--- src/rtl/fsic_wb_pkg.sv ---
// Shared types and helpers for the FSIC Wishbone slot fabric and its siblings.
package fsic_wb_pkg;

  typedef enum logic [1:0] {
    IDLE = 2'd0,
    REQ  = 2'd1,
    RESP = 2'd2
  } state_t;

  localparam logic [31:0] DEFAULT_ERR_DATA = 32'hDEAD_BEEF;

  // Width of a slot index that can also encode "no slot" (value num_slots).
  function automatic int unsigned slot_idx_width(input int unsigned num_slots);
    return $clog2(num_slots + 1);
  endfunction

endpackage

--- src/rtl/fsic_wb_slot_fabric_if.sv ---
// SoC-side Wishbone slave signals plus the fanned-out per-slot master bus.
interface fsic_wb_slot_fabric_if #(
  parameter int unsigned NUM_SLOTS  = 4,
  parameter int unsigned SLOT_SHIFT = 12
);
  logic [31:0]             wbs_adr;
  logic [31:0]             wbs_wdata;
  logic [3:0]              wbs_sel;
  logic                    wbs_cyc;
  logic                    wbs_stb;
  logic                    wbs_we;
  logic                    wbs_ack;
  logic [31:0]             wbs_rdata;

  logic [NUM_SLOTS-1:0]    m_cyc;
  logic [NUM_SLOTS-1:0]    m_stb;
  logic                    m_we;
  logic [3:0]              m_sel;
  logic [SLOT_SHIFT-1:0]   m_adr;
  logic [31:0]             m_wdata;
  logic [NUM_SLOTS-1:0]    m_ack;
  logic [32*NUM_SLOTS-1:0] m_rdata;

  // The fabric: slave towards the SoC, master towards the slots.
  modport slave (
    input  wbs_adr, wbs_wdata, wbs_sel, wbs_cyc, wbs_stb, wbs_we,
    output wbs_ack, wbs_rdata,
    output m_cyc, m_stb, m_we, m_sel, m_adr, m_wdata,
    input  m_ack, m_rdata
  );

  // The environment: SoC master plus the slot slaves.
  modport master (
    output wbs_adr, wbs_wdata, wbs_sel, wbs_cyc, wbs_stb, wbs_we,
    input  wbs_ack, wbs_rdata,
    input  m_cyc, m_stb, m_we, m_sel, m_adr, m_wdata,
    output m_ack, m_rdata
  );
endinterface

--- src/rtl/fsic_wb_slot_decode.sv ---
// Combinational address decode of the user window into equal-size slot regions.
module fsic_wb_slot_decode
  import fsic_wb_pkg::*;
#(
  parameter  int unsigned NUM_SLOTS  = 4,
  parameter  logic [31:0] BASE_ADDR  = 32'h3000_0000,
  parameter  int unsigned SLOT_SHIFT = 12,
  localparam int unsigned SW         = slot_idx_width(NUM_SLOTS)
) (
  input  logic [31:0]           adr,
  output logic                  hit,
  output logic [SW-1:0]         slot,
  output logic [SLOT_SHIFT-1:0] offset
);

  localparam logic [32:0] WINDOW = 33'(NUM_SLOTS) << SLOT_SHIFT;

  logic [31:0] off;

  // Window-relative offset; the 33-bit compare keeps a full 4 GiB window exact.
  always_comb begin
    off    = adr - BASE_ADDR;
    hit    = (adr >= BASE_ADDR) && ({1'b0, off} < WINDOW);
    slot   = SW'(off >> SLOT_SHIFT);
    offset = off[SLOT_SHIFT-1:0];
  end

endmodule

--- src/rtl/fsic_wb_slot_fabric.sv ---
// Wishbone front-end: decodes the SoC access, forwards it to one slot at a
// time, registers the reply and bounds every slot wait with a timeout.
module fsic_wb_slot_fabric
  import fsic_wb_pkg::*;
#(
  parameter int unsigned NUM_SLOTS  = 4,
  parameter logic [31:0] BASE_ADDR  = 32'h3000_0000,
  parameter int unsigned SLOT_SHIFT = 12,
  parameter int unsigned TIMEOUT    = 255,
  parameter logic [31:0] ERR_DATA   = DEFAULT_ERR_DATA
) (
  input  logic                               wb_clk,
  input  logic                               wb_rst_n,
  fsic_wb_slot_fabric_if.slave               bus,
  output logic                               err_irq,
  output logic [$clog2(NUM_SLOTS+1)-1:0]     err_slot,
  output logic [7:0]                         err_count
);

  localparam int unsigned SW        = slot_idx_width(NUM_SLOTS);
  localparam logic [9:0]  LAST_WAIT = 10'(TIMEOUT - 1);

  state_t                state_q, state_d;
  logic [SW-1:0]         slot_q, slot_d;
  logic [SLOT_SHIFT-1:0] adr_q, adr_d;
  logic                  we_q, we_d;
  logic [3:0]            sel_q, sel_d;
  logic [31:0]           wdata_q, wdata_d;
  logic [9:0]            cnt_q, cnt_d;
  logic [31:0]           data_q, data_d;
  logic                  err_q, err_d;
  logic [SW-1:0]         err_slot_d;
  logic [7:0]            err_count_d;

  logic                  dec_hit;
  logic [SW-1:0]         dec_slot;
  logic [SLOT_SHIFT-1:0] dec_offset;
  logic                  sel_ack;
  logic [31:0]           sel_rdata;

  fsic_wb_slot_decode #(
    .NUM_SLOTS  (NUM_SLOTS),
    .BASE_ADDR  (BASE_ADDR),
    .SLOT_SHIFT (SLOT_SHIFT)
  ) u_decode (
    .adr    (bus.wbs_adr),
    .hit    (dec_hit),
    .slot   (dec_slot),
    .offset (dec_offset)
  );

  // Pick ack and read data of the selected slot; other slots are ignored.
  always_comb begin
    sel_ack   = 1'b0;
    sel_rdata = '0;
    for (int unsigned i = 0; i < NUM_SLOTS; i++) begin
      if (slot_q == SW'(i)) begin
        sel_ack   = bus.m_ack[i];
        sel_rdata = bus.m_rdata[32*i +: 32];
      end
    end
  end

  // Next-state and transaction bookkeeping.
  always_comb begin
    state_d     = state_q;
    slot_d      = slot_q;
    adr_d       = adr_q;
    we_d        = we_q;
    sel_d       = sel_q;
    wdata_d     = wdata_q;
    cnt_d       = cnt_q;
    data_d      = data_q;
    err_d       = 1'b0;
    err_slot_d  = err_slot;
    err_count_d = err_count;
    case (state_q)
      IDLE: begin
        if (bus.wbs_cyc && bus.wbs_stb) begin
          if (dec_hit) begin
            slot_d  = dec_slot;
            adr_d   = dec_offset;
            we_d    = bus.wbs_we;
            sel_d   = bus.wbs_sel;
            wdata_d = bus.wbs_wdata;
            cnt_d   = '0;
            state_d = REQ;
          end else begin
            data_d      = ERR_DATA;
            err_d       = 1'b1;
            err_slot_d  = SW'(NUM_SLOTS);
            err_count_d = (err_count == 8'hFF) ? 8'hFF : err_count + 8'd1;
            state_d     = RESP;
          end
        end
      end
      REQ: begin
        cnt_d = cnt_q + 10'd1;
        if (sel_ack) begin
          data_d  = we_q ? '0 : sel_rdata;
          state_d = RESP;
        end else if (cnt_q == LAST_WAIT) begin
          data_d      = ERR_DATA;
          err_d       = 1'b1;
          err_slot_d  = slot_q;
          err_count_d = (err_count == 8'hFF) ? 8'hFF : err_count + 8'd1;
          state_d     = RESP;
        end else if (!bus.wbs_cyc) begin
          state_d = IDLE;
        end
      end
      RESP:    state_d = IDLE;
      default: state_d = IDLE;
    endcase
  end

  // State and datapath registers; reset drops any in-flight transaction.
  always_ff @(posedge wb_clk or negedge wb_rst_n) begin
    if (!wb_rst_n) begin
      state_q   <= IDLE;
      slot_q    <= '0;
      adr_q     <= '0;
      we_q      <= 1'b0;
      sel_q     <= '0;
      wdata_q   <= '0;
      cnt_q     <= '0;
      data_q    <= '0;
      err_q     <= 1'b0;
      err_slot  <= '0;
      err_count <= '0;
    end else begin
      state_q   <= state_d;
      slot_q    <= slot_d;
      adr_q     <= adr_d;
      we_q      <= we_d;
      sel_q     <= sel_d;
      wdata_q   <= wdata_d;
      cnt_q     <= cnt_d;
      data_q    <= data_d;
      err_q     <= err_d;
      err_slot  <= err_slot_d;
      err_count <= err_count_d;
    end
  end

  // Outputs decoded from registers only, so no wbs_* to m_* path exists.
  always_comb begin
    bus.m_cyc = '0;
    bus.m_stb = '0;
    if (state_q == REQ) begin
      for (int unsigned i = 0; i < NUM_SLOTS; i++) begin
        if (slot_q == SW'(i)) begin
          bus.m_cyc[i] = 1'b1;
          bus.m_stb[i] = 1'b1;
        end
      end
    end
    bus.wbs_ack   = (state_q == RESP);
    bus.wbs_rdata = (state_q == RESP) ? data_q : '0;
    err_irq       = (state_q == RESP) && err_q;
  end

  assign bus.m_we    = we_q;
  assign bus.m_sel   = sel_q;
  assign bus.m_adr   = adr_q;
  assign bus.m_wdata = wdata_q;

endmodule

--- src/flat_wrapper.sv ---
// flat-port wrapper written by rule: the top's interface ports become plain ports
module fsic_wb_slot_fabric_flat import fsic_wb_pkg::*;
#(
  parameter int unsigned NUM_SLOTS  = 4,
  parameter logic [31:0] BASE_ADDR  = 32'h3000_0000,
  parameter int unsigned SLOT_SHIFT = 12,
  parameter int unsigned TIMEOUT    = 255,
  parameter logic [31:0] ERR_DATA   = DEFAULT_ERR_DATA
)
  (wb_clk, wb_rst_n, err_irq, err_slot, err_count, bus_wbs_adr, bus_wbs_wdata, bus_wbs_sel, bus_wbs_cyc, bus_wbs_stb, bus_wbs_we, bus_wbs_ack, bus_wbs_rdata, bus_m_cyc, bus_m_stb, bus_m_we, bus_m_sel, bus_m_adr, bus_m_wdata, bus_m_ack, bus_m_rdata);
  fsic_wb_slot_fabric_if #(.NUM_SLOTS(NUM_SLOTS), .SLOT_SHIFT(SLOT_SHIFT)) bus_i ();
  input  logic wb_clk;
  input  logic wb_rst_n;
  output logic err_irq;
  output logic [$clog2(NUM_SLOTS+1)-1:0] err_slot;
  output logic [7:0] err_count;
  input wire logic [$bits(bus_i.wbs_adr)-1:0] bus_wbs_adr;
  input wire logic [$bits(bus_i.wbs_wdata)-1:0] bus_wbs_wdata;
  input wire logic [$bits(bus_i.wbs_sel)-1:0] bus_wbs_sel;
  input wire logic [$bits(bus_i.wbs_cyc)-1:0] bus_wbs_cyc;
  input wire logic [$bits(bus_i.wbs_stb)-1:0] bus_wbs_stb;
  input wire logic [$bits(bus_i.wbs_we)-1:0] bus_wbs_we;
  output wire logic [$bits(bus_i.wbs_ack)-1:0] bus_wbs_ack;
  output wire logic [$bits(bus_i.wbs_rdata)-1:0] bus_wbs_rdata;
  output wire logic [$bits(bus_i.m_cyc)-1:0] bus_m_cyc;
  output wire logic [$bits(bus_i.m_stb)-1:0] bus_m_stb;
  output wire logic [$bits(bus_i.m_we)-1:0] bus_m_we;
  output wire logic [$bits(bus_i.m_sel)-1:0] bus_m_sel;
  output wire logic [$bits(bus_i.m_adr)-1:0] bus_m_adr;
  output wire logic [$bits(bus_i.m_wdata)-1:0] bus_m_wdata;
  input wire logic [$bits(bus_i.m_ack)-1:0] bus_m_ack;
  input wire logic [$bits(bus_i.m_rdata)-1:0] bus_m_rdata;
  assign bus_i.wbs_adr = bus_wbs_adr;
  assign bus_i.wbs_wdata = bus_wbs_wdata;
  assign bus_i.wbs_sel = bus_wbs_sel;
  assign bus_i.wbs_cyc = bus_wbs_cyc;
  assign bus_i.wbs_stb = bus_wbs_stb;
  assign bus_i.wbs_we = bus_wbs_we;
  assign bus_wbs_ack = bus_i.wbs_ack;
  assign bus_wbs_rdata = bus_i.wbs_rdata;
  assign bus_m_cyc = bus_i.m_cyc;
  assign bus_m_stb = bus_i.m_stb;
  assign bus_m_we = bus_i.m_we;
  assign bus_m_sel = bus_i.m_sel;
  assign bus_m_adr = bus_i.m_adr;
  assign bus_m_wdata = bus_i.m_wdata;
  assign bus_i.m_ack = bus_m_ack;
  assign bus_i.m_rdata = bus_m_rdata;
  fsic_wb_slot_fabric #(.NUM_SLOTS(NUM_SLOTS), .BASE_ADDR(BASE_ADDR), .SLOT_SHIFT(SLOT_SHIFT), .TIMEOUT(TIMEOUT), .ERR_DATA(ERR_DATA)) u_core (.wb_clk(wb_clk), .wb_rst_n(wb_rst_n), .bus(bus_i), .err_irq(err_irq), .err_slot(err_slot), .err_count(err_count));
endmodule
--- config.mk ---
export PLATFORM = sky130hd
export DESIGN_NAME = fsic_wb_slot_fabric_flat
export DESIGN_NICKNAME = d
export VERILOG_FILES = /design/src/rtl/fsic_wb_pkg.sv /design/src/rtl/fsic_wb_slot_fabric_if.sv /design/src/rtl/fsic_wb_slot_decode.sv /design/src/rtl/fsic_wb_slot_fabric.sv /design/src/flat_wrapper.sv
export SDC_FILE = /design/constraint.sdc
export NUM_CORES = 1
export LEC_CHECK = 0
export ABC_AREA = 1
export BUFFER_PORTS_ARGS = -buffer_cell sky130_fd_sc_hd__buf_2
export CORE_ASPECT_RATIO = 0.5
export CORE_MARGIN = 1.5
export CORE_UTILIZATION = 45
export DETAILED_ROUTE_END_ITERATION = 16
export PLACE_DENSITY = 0.78
export REMOVE_ABC_BUFFERS = 1
export SLEW_MARGIN = 20
export SYNTH_ARGS = -nofsm -noshare
export SYNTH_HDL_FRONTEND = slang
export SYNTH_HIERARCHICAL = 1
export SYNTH_SLANG_ARGS = --single-unit
export TNS_END_PERCENT = 5
--- constraint.sdc ---
create_clock -name wb_clk -period 3.04 [get_ports wb_clk]
set_input_delay 0 -clock wb_clk [delete_from_list [all_inputs] [get_ports wb_clk]]
set_output_delay 0 -clock wb_clk [all_outputs]
set_load 0.01 [all_outputs]
---- Word-level counts from Yosys, hierarchy flattened ----
Index checks and enable logic that the tools add are counted.
word-level totals
  output and inout bits ................... 102
  flip-flop bits (word level) ............. 108
  word-level logic and storage cells ...... 86
  input bits .............................. 205
operators by class
  order comparisons ....................... 2
  equality and inequality tests ........... 14
  muxes and demuxes ....................... 45
  reductions and logical operators ........ 11
  add/subtract/negate cells ............... 3
operator list
  cell                                                                            number
  32-bit 2-to-1 mux                                                               10
  32-bit one-hot mux with 2 select lines                                          1
  8-bit 2-to-1 mux                                                                5
  32-bit by 30-bit >= comparator with 1-bit output, second input constant         1
  32-bit by 15-bit less-than comparator with 1-bit output, second input constant  1
  32-bit by 30-bit subtractor with 32-bit output, second input constant           1
  10-bit 2-to-1 mux                                                               2
  10-bit one-hot mux with 2 select lines                                          1
  8-bit one-hot mux with 2 select lines                                           1
  1-bit 2-to-1 mux                                                                12
  3-bit 2-to-1 mux                                                                4
  10-bit by 1-bit adder with 10-bit output, second input constant                 1
  10-bit by 8-bit equality test with 1-bit output, second input constant          1
  2-bit 2-to-1 mux                                                                5
  8-bit by 1-bit adder with 8-bit output, second input constant                   1
  8-bit equality test, second input constant                                      1
  3-bit by 2-bit equality test with 1-bit output, second input constant           2
  2-bit by 1-bit != test with 1-bit output, second input constant                 3
  3-bit one-hot mux with 2 select lines                                           1
  3-bit AND reduction                                                             2
  5-bit AND reduction                                                             1
  4-bit 2-to-1 mux                                                                1
  2-bit != test, second input constant                                            2
  4-bit by 2-bit != test with 1-bit output, second input constant                 1
  12 further kinds                                                                14

---- Logic depth before layout (Yosys ltp) ----
Gate-level depths: netlist of the first run.
  depth in word-level cells ............... 8
  depth in mapped cells ................... 13
  mapped depth without buffers ............ 12

---- Cells and area by module ----
Netlist of the first run, hierarchy kept.
modules (own cells, without submodules)
  module               cells an instance  area an instance (µm²)  seq. area each (µm²)  times used
  fsic_wb_slot_fabric  929                6188.4                  2702.6                1
  fsic_wb_slot_decode  30                 176.4                   0.0                   1

---- Least setup slack after synthesis of the first run ----
Ideal clock, no wire load.
  path kind ............................... flip-flop to flip-flop
  from .................................... register u_core.slot_q[1]
  to ...................................... register u_core.data_q[11]
  required time ........................... 2.974 ns
  clock period less this slack ............ 1.510 ns
  setup time .............................. 0.066 ns
  arrival ................................. 1.444 ns
  cell stages (with the launch flop) ...... 10
  setup slack ............................. 1.530 ns
  path buffers ............................ 2
  cell sequence ........................... dfrtp_1 > buf_2 > nor3_1 > clkbuf_1 > nand2_1 > nand4_1 > nand2_1 > nand2_1 > nand3_1 > nand2_1
on the way
  word-level cells in the longest chain between the ends .. 8
ends and longest elaborated chain
  element                                 line                        source
  start, declared                         fsic_wb_slot_fabric.sv:24   logic [SW-1:0] slot_q, slot_d;
  start signal, assigned                  fsic_wb_slot_fabric.sv:133  slot_q <= slot_d;
  3-bit zero test                         fsic_wb_slot_fabric.sv:57   if (slot_q == SW'(i)) begin
  32-bit 2-to-1 mux (4 in a row)          fsic_wb_slot_fabric.sv:57
  32-bit 2-to-1 mux                       fsic_wb_slot_fabric.sv:100  data_d = we_q ? '0 : sel_rdata;
  32-bit 2-to-1 mux                       fsic_wb_slot_fabric.sv:99   if (sel_ack) begin
  32-bit one-hot mux with 2 select lines  fsic_wb_slot_fabric.sv:77   case (state_q)
  end signal, assigned                    fsic_wb_slot_fabric.sv:139  data_q <= data_d;
  end, declared                           fsic_wb_slot_fabric.sv:30   logic [31:0] data_q, data_d;
Parallel ways exist; a longest one is shown, timed or not.
A chain may end at the register's enable or synchronous reset.

---- Worst setup path in the final report of the first run ----
  from .................................... input port bus_wbs_adr[14]
  to ...................................... register u_core.wdata_q[29] (netlist: u_core/bus.m_wdata[29])
on the way
  word-level cells in the longest chain between the ends .. 4
ends and longest elaborated chain
  element                                                  line                        source
  start, declared                                          flat_wrapper.sv:17          input wire logic [$bits(bus_i.wbs_adr)-1:0] bus_wbs_adr;
  32-bit by 30-bit subtractor with 32-bit output           fsic_wb_slot_decode.sv:22   off = adr - BASE_ADDR;
  32-bit by 15-bit less-than comparator with 1-bit output  fsic_wb_slot_decode.sv:23   hit = (adr >= BASE_ADDR) && ({1'b0, off} < WINDOW);
  1-bit logical AND (*)                                    fsic_wb_slot_decode.sv:23
  named net u_core.dec_hit                                 fsic_wb_slot_fabric.sv:35   logic dec_hit;
  3-bit AND reduction (no line) (*)                        -
  end signal, assigned                                     fsic_wb_slot_fabric.sv:137  wdata_q <= wdata_d;
  end, declared                                            fsic_wb_slot_fabric.sv:28   logic [31:0] wdata_q, wdata_d;
The timed path passes the listed nets; every way through them passes the cells marked *.

==> results of run 1 <==
[cell usage after synthesis (2+ instances only)]
cell type / number / area share
o21ai_0: 37 / 0.029
nor2_4: 2 / 0.0035
inv_2: 4 / 0.0024
nand3_2: 2 / 0.0031
xnor2_1: 3 / 0.0041
nor3_1: 8 / 0.0063
buf_4: 19 / 0.022
buf_6: 4 / 0.0071
nand4_1: 13 / 0.013
o22ai_1: 3 / 0.0029
a31oi_1: 3 / 0.0029
a21oi_1: 16 / 0.013
nand2_2: 2 / 0.0020
or2_2: 2 / 0.0020
buf_1: 4 / 0.0024
nor2_1: 117 / 0.069
inv_1: 72 / 0.042
dfrtp_1: 108 / 0.42
buf_2: 21 / 0.017
ha_1: 3 / 0.0059
nand2_1: 407 / 0.24
clkbuf_1: 20 / 0.012
nand3_1: 79 / 0.062
xor2_1: 6 / 0.0083
[logic make-up after synthesis]
family,after synthesis
AND/OR/NAND/NOR,634
buffers and inverters,145
flip-flops,108
AO/OA/AOI/OAI,60
XOR/XNOR,9
adder cells (fa/ha/maj),3
[per-layer routing]
metal  up-vias  part of all wire  wire length (um)
li1       3567                 -                 -
met4         0             0.022               429
met3        33             0.054              1060
met2       262              0.49              9660
met1      3277              0.43              8370
met5         -                 0                 0
[worst max path at each step]
stage	startpoint	end	slack, ns	cells past startpoint
after floorplan	u_core/state_q[0]	u_core/bus.m_adr[0]	-0.55	8
after global placement	u_core/state_q[0]	u_core/data_q[29]	0.71	7
after detailed placement	u_core/state_q[0]	u_core/data_q[6]	0.54	7
after CTS	u_core/state_q[0]	u_core/data_q[6]	0.52	7
after global routing	bus_wbs_adr[14]	u_core/bus.m_wdata[10]	0.47	15
final	bus_wbs_adr[14]	u_core/bus.m_wdata[29]	0.69	15
[cell type report]
cell class / count / area [um2] / area share
clock inverter: 7 / 80.1 / 0.00919
multi-input combinational: 706 / 3010 / 0.345
sequential: 108 / 2700 / 0.310
inverter: 77 / 289 / 0.0332
timing repair buffer: 372 / 2170 / 0.249
tap: 192 / 240 / 0.0276
clock buffer: 9 / 225 / 0.0258
[power breakdown]
group          internal (W)  leakage, nW  switching (W)  total [W]
Sequential          0.00165         1.36       0.000134    0.00178
Combinational      0.000527         3.64       0.000839    0.00137
Clock              0.000586        0.146       0.000574    0.00116
[state kept, by name, summed over array words and instances, names as in the netlist]
register            cells
u_core/bus.m_adr       12
u_core/bus.m_sel        4
u_core/bus.m_wdata     32
u_core/bus.m_we         1
u_core/cnt_q           10
u_core/data_q          32
u_core/err_count        8
u_core/err_q            1
u_core/err_slot         3
u_core/slot_q           3
u_core/state_q          2
[critical path, cell delays in order]
cell	delay, ns
dlygate4sd3_1	0.55
buf_2	0.14
nor2_1	0.08
nand2_1	0.06
nor2_1	0.08
nand2_1	0.07
nor2_2	0.07
inv_1	0.04
nor2_1	0.26
inv_1	0.15
nor2_4	0.11
buf_4	0.29
inv_2	0.41
nand2_1	0.19
nand2_1	0.08
[per-stage QoR]
step           total power [W]  instance area (um2)
2_1_floorplan          0.00250                 5980
3_3_place_gp           0.00306                 7860
3_5_place_dp           0.00311                 7860
4_1_cts                0.00435                 8700
5_1_grt                0.00459                 8710
6_report               0.00431                 8710
==> results_dict.tcl, run 1 <==
set metrics [dict create \
    synth-simple-area-share 0.403 \
    coreArea_mm2 0.0137 \
    cts.repair.resized 0 \
    r2r_setup_slack_ns 0.78 \
    start_util 0.466 \
    final.period_utilization 0.774 \
    yosysUniqueCellTypes 28 \
    cts_setup_buffers 0 \
    ios 307 \
    dp_cells 1401 \
    hp-class "input port to flip-flop" \
    setup_viol 0 \
    setup_tns_ns 0 \
    place_ws_ns 0.536 \
    grt_pass1_vias 6632 \
    fill_cells 1208 \
    clockBufferDepth 2 \
    synth-seq-cells 108 \
    syn_area_per_cell_um2 6.64 \
    clock_latency_ns 0.34 \
    nNetsFinal 1482 \
    gr-usage-met1 0.302 \
    cts_made_buffers 9 \
    portBuffers 306 \
    top_usage_layer "met2" \
    die-area_mm2 0.0149 \
    vias_per_cell 4.85 \
    crit_fanout 50 \
    synthXorXnorAreaFrac 0.0124 \
    synth_edf_count 0 \
    whs_path_depth 5 \
    drc 0 \
    status "finished, final reports clean" \
    ys.flop_type "dfrtp_1" \
    whs_endpoint "u_core/data_q[17]" \
    area_growth_syn_to_layout_pct 36.9 \
    grt_max_degree 87 \
    floorplan.die.height_um 87.1 \
    fin_cells 1471 \
    r2r_end "u_core/bus.m_wdata[29]" \
    reg2reg_depth 9 \
    max_freq_mhz 425 \
    setup_slack_ns 0.686 \
    antenna_found_initial 0 \
    die_w_um 171 \
    num_rows 30 \
    drive_gt1_frac 0.274 \
    ant_nets 0 \
    layout_commonest_cell "nand2_1" \
    ys_warn_count 6 \
    clkTransAtPathRegs_ns 0.08 \
    synth_top_family_by_area "simple AND/OR/NAND/NOR gates" \
    firstDrtPassIters 5 \
    leakagePower_nw 5.15 \
    cp-end-kind "flip-flop" \
    cts-root-buf "clkbuf_16" \
    utilization 0.638 \
    crit_type "input port to flip-flop" \
    drtIter0Drc 393 \
    synth_cells 959 \
    rsz0062_at_grt "false" \
    wl_per_cell_um 13.3 \
    cts_tree "yes" \
    synth_fa_ha_area_frac 0.00590 \
    drt_wl_total_um 19500 \
    num_antenna_cells 0 \
    skew_ns 0.00590 \
    tightest_slew_ns 0.876 \
    r2r_start "u_core/state_q[0]" \
    worst_ir_drop_vdd_mv 0.320 \
    p_per_area_mw_per_mm2 494 \
    hold_viol 0 \
    grt_pass1_wl_um 30200 \
    hpwl_um 13600 \
    grt_use_total 0.254 \
    hold_buffers 54 \
    cp-start-kind "input port" \
    yosysSeqAreaShare 0.425 \
    cts_htree_levels 3 \
    final_cell_mix "406 x nand2_1, 305 x buf_2, 115 x nor2_1" \
    grt_use_met2 0.467 \
    syn_area_mm2 0.00636 \
    grt_overflow_total 0 \
    grt_util_met3 0.0418 \
    hp-start "bus_m_rdata[49]" \
    whs_ns 0.0223 \
    synth-compound-area-share 0.0488 \
    slew_violations 0 \
    cts_sinks 108 \
    num_vias 7139 \
    maxSlewHeadroom 0.416 \
    synth.area.mux_share 0 \
    max_cap_viol_count 0 \
    cp_data_required_time_ns 3.27 \
    ys_async_sr_fraction 1.00 \
    finalCriticalPeriod_ns 2.35 \
    cp_data_arrival_time_ns 2.58 \
    gp_congestion 0.840 \
]
(Power assumes the default switching activity.)
==> run 2: changes to the inputs <==
==> constraint.sdc (replaced) <==
create_clock -name wb_clk -period 2.2 [get_ports wb_clk]
set_input_delay 0 -clock wb_clk [delete_from_list [all_inputs] [get_ports wb_clk]]
set_output_delay 0 -clock wb_clk [all_outputs]
set_load 0.01 [all_outputs]
==> run 2 against run 1 <==
- sequential share of layout area down 0.28 points
- via count up 0.90%
- first-iteration DRC count down 15%
- non-clock buffer count grew 11
- die area did not move
- final cell count grew 0.75%
- sequential cell count unchanged
- combinational power rose by 38%
- sequential power up 38%
- total power is 39% higher
==> results_dict.tcl, run 2 (synthesis results as in run 1) <==
set metrics [dict create \
    critPathMaxStageDelay_ns 0.53 \
    placed_area_mm2 0.00794 \
    clock_latency_ns 0.35 \
    slew_violations 0 \
    p_per_area_mw_per_mm2 680 \
    grt_pass1_wl_um 31100 \
    antenna_found_initial 0 \
    finalCriticalPeriod_ns 2.00 \
    drtIter0Drc 335 \
    worst_ir_drop_vdd_mv 0.413 \
    status "finished, final reports clean" \
    drive_gt1_frac 0.280 \
    p_total_w 0.00598 \
    start_util 0.466 \
    crit_slowest_cell "dlygate4sd3_1" \
    max_freq_mhz 499 \
    drc 0 \
    vias_per_cell 4.86 \
    hp-start "bus_m_rdata[52]" \
    ant_nets 0 \
    skew_ns 0.00796 \
    crit_fanout 50 \
    cts_htree_levels 3 \
    p_seq_frac 0.412 \
    layout_commonest_cell "nand2_1" \
    cp_data_required_time_ns 2.44 \
    maxSlewHeadroom 0.446 \
    portBuffers 306 \
    crit_path_frequent_cell "nand2_1" \
    setup_slack_ns 0.196 \
    tightest_slew_ns 0.830 \
    floorplan.die.height_um 87.1 \
    grt_max_degree 51 \
    cts_tree "yes" \
    rsz0062_at_grt "false" \
    final.period_utilization 0.911 \
    r2r_end "u_core/data_q[13]" \
    num_rows 30 \
    cp-start-kind "input port" \
    hpwl_um 13800 \
    drt_wl_total_um 19700 \
    cts_made_buffers 9 \
    hold_viol 0 \
    grt_overflow_total 0 \
    p_comb_frac 0.317 \
    intPower_w 0.00383 \
    crit_type "input port to flip-flop" \
    nNetsFinal 1493 \
    gp_congestion 0.840 \
    area_growth_syn_to_layout_pct 38.1 \
    swShare 0.359 \
    wl_per_cell_um 13.3 \
    die_w_um 171 \
    coreArea_mm2 0.0137 \
    firstDrtPassIters 6 \
    r2r_setup_slack_ns 0.22 \
    reg2reg_depth 11 \
    cp-end-kind "flip-flop" \
    grt_pass1_vias 6754 \
    grt_use_total 0.261 \
    whs_endpoint "u_core/data_q[20]" \
    leakagePower_nw 5.21 \
    hp-class "input port to flip-flop" \
    cp_cell_sequence "dlygate4sd3_1 > buf_2 > nor2_1 > nand2_1 > nor2_1 > nand2_1 > nor2_2 > inv_1 > nor2_1 > inv_1 > nor2_4 > inv_2 > nand2_1 > nand2_1" \
    final_cell_mix "406 x nand2_1, 305 x buf_2, 115 x nor2_1" \
    die-area_mm2 0.0149 \
    cts_sinks 108 \
    place_ws_ns -0.283 \
    p_sw_w 0.00215 \
    num_vias 7203 \
    design_area_mm2 0.00879 \
    r2r_start "u_core/slot_q[1]" \
    ios 307 \
    cp_data_arrival_time_ns 2.24 \
    clkTransAtPathRegs_ns 0.08 \
    setup_viol 0 \
    max_cap_viol_count 0 \
    whs_path_depth 5 \
    setup_tns_ns 0 \
    clockBufferDepth 2 \
    num_antenna_cells 0 \
    cts-root-buf "clkbuf_16" \
    clkPwrFrac 0.271 \
]
==> run 2: metal layers <==
layer | vias up | track usage | routed length, um
met4 | 0 | 0.112 | 478
met1 | 3292 | 0.307 | 8360
met5 | - | 0 | 0
li1 | 3604 | - | -
met2 | 261 | 0.472 | 9800
met3 | 46 | 0.0486 | 1070
==> run 2: metrics by stage <==
| step | hold slack (ns) | cells | utilization |
|---|---|---|---|
| after floorplan | -0.296 | 891 | - |
| after global placement | 0.0190 | 1412 | 0.581 |
| after detailed placement | 0.0197 | 1412 | 0.581 |
| after CTS | 0.00536 | 1482 | 0.643 |
| after global routing | 0.0312 | 1482 | 0.643 |
| final | 0.0147 | 1482 | 0.643 |
==> run 2: worst max-delay path by stage <==
stage / start / to / slack [ns] / cells after the start
finish: bus_wbs_adr[14] / u_core/bus.m_adr[8] / 0.20 / 14
CTS: bus_wbs_adr[14] / u_core/data_q[1] / 0.13 / 13
detailed placement: u_core/state_q[1] / u_core/data_q[1] / -0.28 / 7
floorplan: u_core/state_q[0] / u_core/bus.m_adr[0] / -1.39 / 8
global placement: u_core/state_q[0] / u_core/data_q[2] / -0.1 / 7
global route: u_core/slot_q[1] / u_core/data_q[25] / 0.03 / 11
==> run 2: worst max-delay path: cells and delay by family <==
| kind | cells | cell delay [ns] |
|---|---|---|
| buffers and inverters | 5 | 1.16 |
| and+or+nand+nor | 9 | 1.04 |
==> run 2: power by group through the flow <==
stage,Clock [W],Combinational [W],Sequential [W]
2_1_floorplan,0,0.000988,0.00247
3_3_place_gp,0,0.00174,0.00249
3_5_place_dp,0,0.00181,0.00250
4_1_cts,0.00166,0.00189,0.00246
5_1_grt,0.00173,0.00213,0.00250
6_report,0.00162,0.00189,0.00246
==> run 2: what timing repair did <==
action	CTS	global route
endpoints found under the hold margin	91	0
endpoints found under the setup margin	33	32
buffers inserted	0	0
gates resized for setup	1	1
hold buffers	54	0
==> run 2: cell type report <==
class                      count  area, um2
inverter                      77        289
sequential                   108       2700
multi-input combinational    706       3010
timing repair buffer         383       2250
fill                        1237       4870
clock buffer                   9        225
clock inverter                 7       75.1
tap                          192        240
==> run 3: changes to the inputs <==
--- a/config.mk
+++ b/config.mk
@@ -11,7 +11,7 @@
 export CORE_MARGIN = 1.5
 export CORE_UTILIZATION = 45
 export DETAILED_ROUTE_END_ITERATION = 16
-export PLACE_DENSITY = 0.78
+export PLACE_DENSITY = 0.76
 export REMOVE_ABC_BUFFERS = 1
 export SLEW_MARGIN = 20
 export SYNTH_ARGS = -nofsm -noshare
==> run 3 against run 2 <==
- global-route usage about the same
- critical path depth did not move
- die area unchanged
- largest power group unchanged
==> results_dict.tcl, run 3 (synthesis results as in run 1) <==
set metrics [dict create \
    status "finished, final reports clean" \
    p_total_w 0.00591 \
    antenna_found_initial 0 \
    cts_made_buffers 9 \
    cp-start-kind "input port" \
    die-area_mm2 0.0149 \
    crit_path_start "bus_wbs_adr[14]" \
    gp_congestion 0.902 \
    worst_ir_drop_vdd_mv 0.406 \
    num_vias 7165 \
    worst-path-buf-inv 5 \
    start_util 0.466 \
    skew_ns 0.00696 \
    clock_latency_ns 0.35 \
    num_antenna_cells 0 \
    cts_setup_buffers 0 \
    firstDrtPassIters 5 \
    hpwl_um 13900 \
    vias_per_cell 4.85 \
    grt_max_degree 56 \
    area_growth_syn_to_layout_pct 38.4 \
    drt_wl_total_um 19700 \
    coreArea_mm2 0.0137 \
    crit_path_frequent_cell "nand2_1" \
    drtIter0Drc 515 \
    clkTransAtPathRegs_ns 0.08 \
    hold_viol 0 \
    clockBufferDepth 2 \
    hp-class "input port to flip-flop" \
    maxSlewHeadroom 0.425 \
    setup_slack_ns 0.161 \
    crit_fanout 50 \
    cp_cell_sequence "dlygate4sd3_1 > buf_2 > nor2_1 > nand2_1 > nor2_1 > nand2_1 > nor2_2 > inv_1 > nor2_1 > inv_1 > nor2_4 > inv_2 > nand2_1 > nand2_1" \
    die_w_um 171 \
    r2r_start "u_core/slot_q[1]" \
    cts_sinks 108 \
    cp-end-kind "flip-flop" \
    portBuffers 306 \
    final.period_utilization 0.927 \
    cts_tree "yes" \
    cp_data_required_time_ns 2.44 \
    tightest_slew_ns 0.861 \
    grt_use_total 0.261 \
    nNetsFinal 1488 \
    ant_nets 0 \
    drive_gt1_frac 0.279 \
    hp-start "bus_m_rdata[120]" \
    critPathMaxStageDelay_ns 0.53 \
    cts-root-buf "clkbuf_16" \
    setup_viol 0 \
    max_freq_mhz 490 \
    cp_data_arrival_time_ns 2.28 \
    wl_per_cell_um 13.3 \
    slew_violations 0 \
    r2r_setup_slack_ns 0.21 \
    crit_slowest_cell "dlygate4sd3_1" \
    floorplan.die.height_um 87.1 \
    grt_pass1_vias 6656 \
    crit_type "input port to flip-flop" \
    crit_family "buffers and inverters" \
    num_rows 30 \
    p_per_area_mw_per_mm2 671 \
    final_cell_mix "406 x nand2_1, 305 x buf_2, 113 x nor2_1" \
    drc 0 \
    ios 307 \
    grt_overflow_total 0 \
    rsz0062_at_grt "true" \
    finalCriticalPeriod_ns 2.04 \
    grt_pass1_wl_um 31100 \
    layout_commonest_cell "nand2_1" \
    max_cap_viol_count 0 \
    cts_htree_levels 3 \
    place_ws_ns -0.255 \
    leakagePower_nw 5.20 \
]
==> run 3: cell types whose count changed in the layout (fill, tap and decap cells not counted) <==
| cell | before | now |
|---|---|---|
| dlygate4sd3_1 | 54 | 55 |
| clkinv_8 | 1 | 0 |
| clkinv_2 | 0 | 1 |
| inv_1 | 72 | 71 |
| clkinv_4 | 0 | 1 |
| buf_12 | 0 | 4 |
| nor2_1 | 115 | 113 |
| nor2_2 | 1 | 3 |
| inv_6 | 2 | 1 |
| inv_8 | 3 | 4 |
| buf_4 | 24 | 14 |
==> run 3: path summary, 6_finish.rpt <==
| path | cells past startpoint | to |
|---|---|---|
| worst max-delay path | 14 | u_core/bus.m_wdata[8] |
| worst min-delay path | 5 | u_core/data_q[24] |
| worst max register to register | 8 | u_core/err_count[2] |
| worst min register to register | 2 | u_core/bus.m_wdata[24] |
| max in group asynchronous | 3 | u_core/bus.m_wdata[28] |
| min in group asynchronous | 2 | u_core/bus.m_wdata[2] |
==> run 3: timing repair <==
action / CTS / global route
endpoints found under the hold margin: 133 / 0
hold buffers: 55 / 0
resized for setup: 1 / 4
pin swaps: 0 / 0
endpoints found under the setup margin: 33 / 97
==> run 3: area by class of cell <==
| cell class | count | area (um2) |
|---|---|---|
| clock buffers | 9 | 225 |
| repair buffers | 378 | 2260 |
| flip-flops and latches | 108 | 2700 |
| inverters | 77 | 293 |
| well taps | 192 | 240 |
| multi-input cells | 706 | 3020 |
| clock inverters | 7 | 67.6 |
| fillers | 1252 | 4850 |
==> run 3: metrics by stage <==
stage / hold WS [ns] / cell area (um2) / utilization / std cells / setup TNS, ns
after floorplan: -0.296 / 5980 / - / 891 / -79.11
after global placement: -0.0684 / 7950 / 0.582 / 1406 / -3.62
after detailed placement: -0.0644 / 7950 / 0.582 / 1406 / -7.61
after CTS: 0.00393 / 8790 / 0.644 / 1477 / 0
after global routing: 0.0426 / 8810 / 0.645 / 1477 / -0.842
final: 0.00933 / 8810 / 0.645 / 1477 / 0
==> run 3: worst reg2reg max path, delay by kind of cell (launching register included) <==
kind,cells,cell delay (ns)
flip-flops,1,0.61
buffers and inverters,2,0.41
AND/OR/NAND/NOR,6,0.90
==> run 3: layer usage <==
layer / track usage / part of all wire / vias to the layer above
li1: - / - / 3574
met1: 0.319 / 0.42 / 3277
met2: 0.453 / 0.49 / 253
met3: 0.0513 / 0.061 / 61
met4: 0.113 / 0.034 / 0
met5: 0 / 0 / -
==> run 3: where the power goes <==
part	internal, W	total, W	switching, W
clock	0.000805	0.00159	0.000782
combinational	0.000730	0.00186	0.00113
sequential	0.00228	0.00246	0.000186
